==> config.mk <==
export PLATFORM = sky130hd
export DESIGN_NAME = shift_add_multiplier
export DESIGN_NICKNAME = d
export VERILOG_FILES = /design/src/rtl/shift_add_multiplier.sv
export SDC_FILE = /design/constraint.sdc
export NUM_CORES = 1
export LEC_CHECK = 0
export ABC_AREA = 1
export CORE_ASPECT_RATIO = 0.6
export CORE_MARGIN = 4
export CORE_UTILIZATION = 50
export CTS_CLUSTER_SIZE = 16
export DETAILED_ROUTE_END_ITERATION = 12
export DONT_BUFFER_PORTS = 1
export PLACE_DENSITY = 0.61
export SYNTH_ARGS = -nofsm -noshare
export SYNTH_HDL_FRONTEND = slang
export SYNTH_SLANG_ARGS = --single-unit
==> constraint.sdc <==
create_clock -name clk -period 1.9 [get_ports clk]
set_clock_uncertainty 0.15 [all_clocks]
set_input_delay 0.19 -clock clk [delete_from_list [all_inputs] [get_ports clk]]
set_output_delay 0.19 -clock clk [all_outputs]
set_load 0.005 [all_outputs]
==> src/rtl/shift_add_multiplier.sv <==
// Sequential unsigned N x N multiplier: one shift-and-add step per cycle through an
// external 2N-bit adder. A result takes exactly N RUN cycles, then a one-cycle DONE.
module shift_add_multiplier #(
  parameter int N = 16
) (
  input  logic           clk,
  input  logic           rst,
  input  logic           start,
  input  logic [N-1:0]   a,
  input  logic [N-1:0]   b,
  output logic [2*N-1:0] add_a,
  output logic [2*N-1:0] add_b,
  input  logic [2*N-1:0] add_sum,
  output logic           busy,
  output logic           done,
  output logic [2*N-1:0] product,
  output logic [1:0]     dbg_state
);

  localparam int CW = $clog2(N) + 1;

  typedef enum logic [1:0] {
    S_IDLE = 2'd0,
    S_RUN  = 2'd1,
    S_DONE = 2'd2
  } state_t;

  state_t         r_state;
  logic [2*N-1:0] r_mreg;
  logic [N-1:0]   r_qreg;
  logic [2*N-1:0] r_acc;
  logic [CW-1:0]  r_cnt;
  logic [2*N-1:0] r_product;
  logic           r_busy;
  logic           r_done;

  logic           w_run;
  logic           w_last;

  assign w_run  = (r_state == S_RUN);
  assign w_last = (r_cnt == CW'(N - 1));

  // The adder sees zeros outside RUN so its output is quiet between operations.
  assign add_a = w_run ? r_acc : '0;
  assign add_b = (w_run && r_qreg[0]) ? r_mreg : '0;

  assign busy      = r_busy;
  assign done      = r_done;
  assign product   = r_product;
  assign dbg_state = r_state;

  always_ff @(posedge clk) begin
    if (rst) begin
      r_state   <= S_IDLE;
      r_mreg    <= '0;
      r_qreg    <= '0;
      r_acc     <= '0;
      r_cnt     <= '0;
      r_product <= '0;
      r_busy    <= 1'b0;
      r_done    <= 1'b0;
    end else begin
      case (r_state)
        S_IDLE: begin
          if (start) begin
            r_mreg  <= {{N{1'b0}}, a};
            r_qreg  <= b;
            r_acc   <= '0;
            r_cnt   <= '0;
            r_busy  <= 1'b1;
            r_state <= S_RUN;
          end
        end
        S_RUN: begin
          r_acc  <= add_sum;
          r_mreg <= r_mreg << 1;
          r_qreg <= r_qreg >> 1;
          r_cnt  <= r_cnt + CW'(1);
          // The final partial sum goes straight into product on the same edge.
          if (w_last) begin
            r_product <= add_sum;
            r_done    <= 1'b1;
            r_state   <= S_DONE;
          end
        end
        S_DONE: begin
          r_done  <= 1'b0;
          r_busy  <= 1'b0;
          r_state <= S_IDLE;
        end
        default: begin
          r_done  <= 1'b0;
          r_busy  <= 1'b0;
          r_state <= S_IDLE;
        end
      endcase
    end
  end

endmodule
Yosys cells after proc, flatten, opt, wreduce, memory -nomap -nowiden --
Index checks and enable logic that the tools add are counted.
Storage, ports and cells: register bits 121, input port bits 67, output and inout bits 100, logic and storage cells 40
Operators by class: add/subtract/negate cells 1, equality and inequality tests 4, multiplexer cells 17, bitwise operators 2, reductions and logical operators 8
Operators with widths (count):
- two-way mux 32 bit | 4
- case mux 32 bit (2 select lines) | 2
- case mux 16 bit (2 select lines) | 1
- two-way mux 16 bit | 1
- case mux 5 bit (2 select lines) | 1
- AND reduction 2 bit | 5
- adder 5 x 1 -> 5 bit, second input constant | 1
- == test 5 x 4 -> 1 bit, second input constant | 1
- two-way mux 5 bit | 1
- two-way mux 2 bit | 2
- case mux 1 bit (2 select lines) | 2
- case mux 2 bit (2 select lines) | 1
- == test 2 x 1 -> 1 bit, second input constant | 1
- zero test 2 bit | 1
- two-way mux 1 bit | 2
- inequality test 2 x 1 -> 1 bit, second input constant | 1
- inequality test 2 bit, second input constant | 1
- NOT 1 bit | 2
- nonzero test 2 bit | 1
- logical AND 1 bit | 1

Logic depth before layout (Yosys ltp) --
word-level depth 3, gate-level depth with buffers 9, gate-level depth less buffers 8

Worst setup path after synthesis --
No wires, ideal clock.
path type register to register, start point register r_cnt[0], end point register r_product[10], in the netlist product[10], library setup time 0.060 ns, data arrival time 1.363 ns, setup slack 0.328 ns, stages on the path, launching flop included 10, path through dfxtp_1 ha_1 inv_1 nor3_1 ha_1 nand3_1 inv_1 buf_2 nand2_1 nand2_1
On the way: word-level cells in the longest chain between the ends 2
Ends and longest elaborated chain:
- from (decl) | RTL line 32 | logic [CW-1:0] r_cnt;
- from (signal assigned) | RTL line 78 | r_cnt <= r_cnt + CW'(1);
- == test 5 x 4 -> 1 bit | RTL line 41 | assign w_last = (r_cnt == CW'(N - 1));
- AND reduction 2 bit (no source line)
- to (signal assigned) | RTL line 81 | r_product <= add_sum;
- to (decl) | RTL line 33 | logic [2*N-1:0] r_product;
Every way passes these cells. A chain may end at the register's enable or synchronous reset.

Worst setup path in the final report --
start point register r_state[1], in the netlist dbg_state[1], end point output port add_a[21]
On the way: word-level cells in the longest chain between the ends 2
Ends and longest elaborated chain:
- from (decl) | RTL line 28 | state_t r_state;
- from (signal assigned) | RTL line 54 | r_state <= S_IDLE;
- from (signal assigned) | RTL line 71 | r_state <= S_RUN;
- from (signal assigned) | RTL line 83 | r_state <= S_DONE;
- == test 2 x 1 -> 1 bit | RTL line 40 | assign w_run = (r_state == S_RUN);
- two-way mux 32 bit | RTL line 44 | assign add_a = w_run ? r_acc : '0;
- to (decl) | RTL line 11 | output logic [2*N-1:0] add_a,
Every way passes these cells.

==> flow_metrics.py <==
metrics = {
    "outcome": {
        "status": "completed",
    },
    "synth": {
        "synth_nets": 855,
        "synth-compound-area-share": 0.0569,
        "synth_edf_count": 0,
        "synth.most_common_cell": "nand2_1",
        "yosys-top-cells-area": "dfxtp_1 46%, nand3_1 14%, nand2_1 14%",
        "synth_area_per_cell_um2": 6.66,
        "synthFlopType": "dfxtp_1",
        "synth_fa_ha_area_frac": 0.00478,
        "syn_inst": 786,
        "synth_area_leader_cell": "dfxtp_1",
        "synth.area.mux_share": 0,
        "yosys_warnings": 0,
        "synth_top_cell_area_share": 0.463,
        "synth_xor_area_frac": 0,
        "synthSimpleGateAreaFrac": 0.361,
        "yosysSeqAreaShare": 0.463,
        "synth_cell_types": 16,
        "synth_top_family_by_area": "simple AND/OR/NAND/NOR gates",
        "synth-async-reset-ratio": 0,
        "synth_seq_cells": 121,
        "synth.cell_area_um2": 5230,
        "synth_common_cells": "189 x nand2_1, 143 x nand3_1, 121 x dfxtp_1, 121 x nor2_1, 92 x inv_1",
    },
    "power": {
        "seqPwrFrac": 0.409,
        "p_sw_frac": 0.235,
        "pwr-share-clk": 0.497,
        "powerDensity_nw_per_um2": 970,
        "peakVddDrop_v": 0.000713,
        "power_frac_comb": 0.093,
        "power.internal_mw": 4.98,
        "net-switching-power_mw": 1.53,
        "leakage_nw": 2.78,
    },
    "clock_network": {
        "clkLatencyLatePin_ns": 0.40,
        "clk_pin_slew_ns": 0.05,
        "cts_tree": "done",
        "htree_levels": 4,
        "cts-root-buf": "clkbuf_16",
        "clockBufferDepth": 2,
        "numCtsBuffers": 17,
        "cts_sinks": 121,
    },
    "critical_path": {
        "cp_slowest_cell": "dfxtp_2",
        "endpoint_kind": "output port",
        "critPathRequiredTime_ns": 1.56,
        "cp.buffers_inverters": 2,
        "path_class": "reg2out",
        "crit_chain": "inv_1 > nand2_4 > buf_4 > nor2_1",
        "max_stage_delay_ns": 0.36,
        "cp_max_fo": 24,
        "critPathLaunchType": "flop",
        "crit_family": "buffers and inverters",
        "worstPathArrival_ns": 1.45,
    },
    "route": {
        "drt_wl_total_mm": 14.9,
        "drc": 0,
        "via_per_inst": 5.11,
        "vias": 5046,
        "ant_nets": 0,
        "avgRoutedWirePerCell_um": 15.1,
        "drt_pre_antenna_iters": 5,
        "drt_iter0_drc": 343,
    },
    "timing": {
        "slew_violations": 0,
        "hold_viol_final": 0,
        "fmax_mhz": 557,
        "rsz0062_at_grt": "no",
        "setup_tns_ns": 0,
        "setup_violations": 0,
        "holdWs_ns": 0.102,
        "maxSlewHeadroom": 0.216,
        "fin_crit_ns": 1.79,
        "max_slew.worst_pin.slew_ns": 1.18,
        "fin_crit_sh": 0.944,
    },
    "placed_design": {
        "gp_congestion": 0.751,
        "dpl_cell_area_um2": 5370,
        "hpwlAfterDp_mm": 9.33,
        "port_buffers": 0,
    },
    "die": {
        "dieArea_um2": 12200,
        "ios": 167,
        "dieHeight_um": 87.3,
        "fp.dieW_um": 140,
        "initial_core_util": 0.522,
        "coreArea_um2": 10000,
        "rows": 28,
    },
    "grt": {
        "grt_overflow": 0,
        "antenna_found_initial": 0,
        "track_usage": 0.237,
        "grt_pass1_wl_mm": 23.7,
        "first_global_vias": 4815,
        "grt_max_degree": 72,
    },
    "cells_and_area": {
        "synthToLayoutAreaGrowth_pct": 28.3,
        "layout.nets": 908,
        "fill_cells": 893,
        "antennaDiodeCount": 0,
        "layout-drive-gt1-share": 0.0763,
        "stdcell_area_um2": 6720,
    },
    "job": {
        "maxCapViolCount": 0,
    },
    "worst_hold_path": {
        "hp-class": "in2reg",
    },
}
-- metrics by stage --
step | utilization | total power [mW] | setup slack [ns] | std cells
after floorplan | - | 3.06 | 0.328 | 786
final | 0.670 | 6.52 | 0.106 | 987
after CTS | 0.666 | 6.56 | 0.0692 | 986
after global placement | 0.536 | 3.14 | 0.224 | 886
after detailed placement | 0.536 | 3.15 | 0.159 | 886
after global routing | 0.670 | 6.76 | 0.0315 | 987
-- registers in the layout, indices dropped and copies added, names as in the netlist --
register   count
r_mreg        32
done           1
r_cnt          5
r_acc         32
busy           1
product       32
r_qreg        16
dbg_state      2
-- placed cells by master, fill, tap and decap left out, drive strengths merged --
cell	count
nor2	121
clkinvlp	4
o21ai	3
dlygate4sd3	65
nor3	1
clkinv	6
o21a	1
buf	23
nand2	189
nand3	143
bufinv	3
clkbuf	21
ha	2
dfxtp	121
dlymetal6s4s	1
inv	92
or2	1
a21oi	55
-- power by group through the flow --
stage          Sequential (mW)  Combinational [mW]  Clock (mW)
5_1_grt                   2.68               0.673        3.41
4_1_cts                   2.67               0.600        3.30
3_5_place_dp              2.72               0.430           0
6_report                  2.67               0.608        3.24
2_1_floorplan             2.71               0.354           0
3_3_place_gp              2.72               0.417           0
-- cell type report --
type / instances / area [um2] / share of cell area
multi-input cells: 516 / 2240 / 0.334
repair buffers: 90 / 926 / 0.138
well taps: 135 / 169 / 0.0251
clock buffers: 20 / 457 / 0.0680
flip-flops and latches: 121 / 2420 / 0.361
inverters: 93 / 349 / 0.0520
clock inverters: 12 / 149 / 0.0222
-- path summary, 6_finish.rpt --
kind	start	to	slack, ns	cells after the start
worst max-delay path	dbg_state[1]$_SDFFE_PP0P_	add_a[21]	0.11	4
worst min-delay path	start	r_acc[30]$_SDFFE_PP0P_	0.10	4
worst max register to register	r_cnt[0]$_SDFFE_PP0P_	product[2]$_SDFFE_PP0P_	0.20	9
worst min register to register	r_mreg[15]$_SDFFE_PP0P_	r_mreg[16]$_SDFFE_PP0P_	0.31	2
-- timing repair --
item / in CTS / in global routing
pin swaps: 1 / 0
hold buffers: 67 / 0
buffers inserted: 1 / 0
setup endpoints to repair: 52 / 36
gates resized for setup: 2 / 6
cloned: 0 / 1
hold endpoints to repair: 118 / 0
-- kinds of logic (layout without fill, tap and decap cells) --
family,count (synthesis),count (layout)
flip-flops,121,121
AO/OA/AOI/OAI,59,59
AND/OR/NAND/NOR,455,455
adder cells (fa/ha/maj),2,2
buffers and inverters,149,215
-- tightest hold or removal path, delay by kind of cell --
| family | cells | cell delay [ns] |
|---|---|---|
| compound gates | 1 | 0.05 |
| buf+inv | 1 | 0.20 |
| simple gates | 2 | 0.15 |
-- per-layer routing --
metal | up-vias | global-route usage | part of all wire
met5 | - | 0 | 0
met1 | 2314 | 0.312 | 0.46
met3 | 14 | 0.0839 | 0.085
li1 | 2545 | - | -
met2 | 173 | 0.374 | 0.45
met4 | 0 | 0.0642 | 0.0083
(Power assumes the default switching activity.)
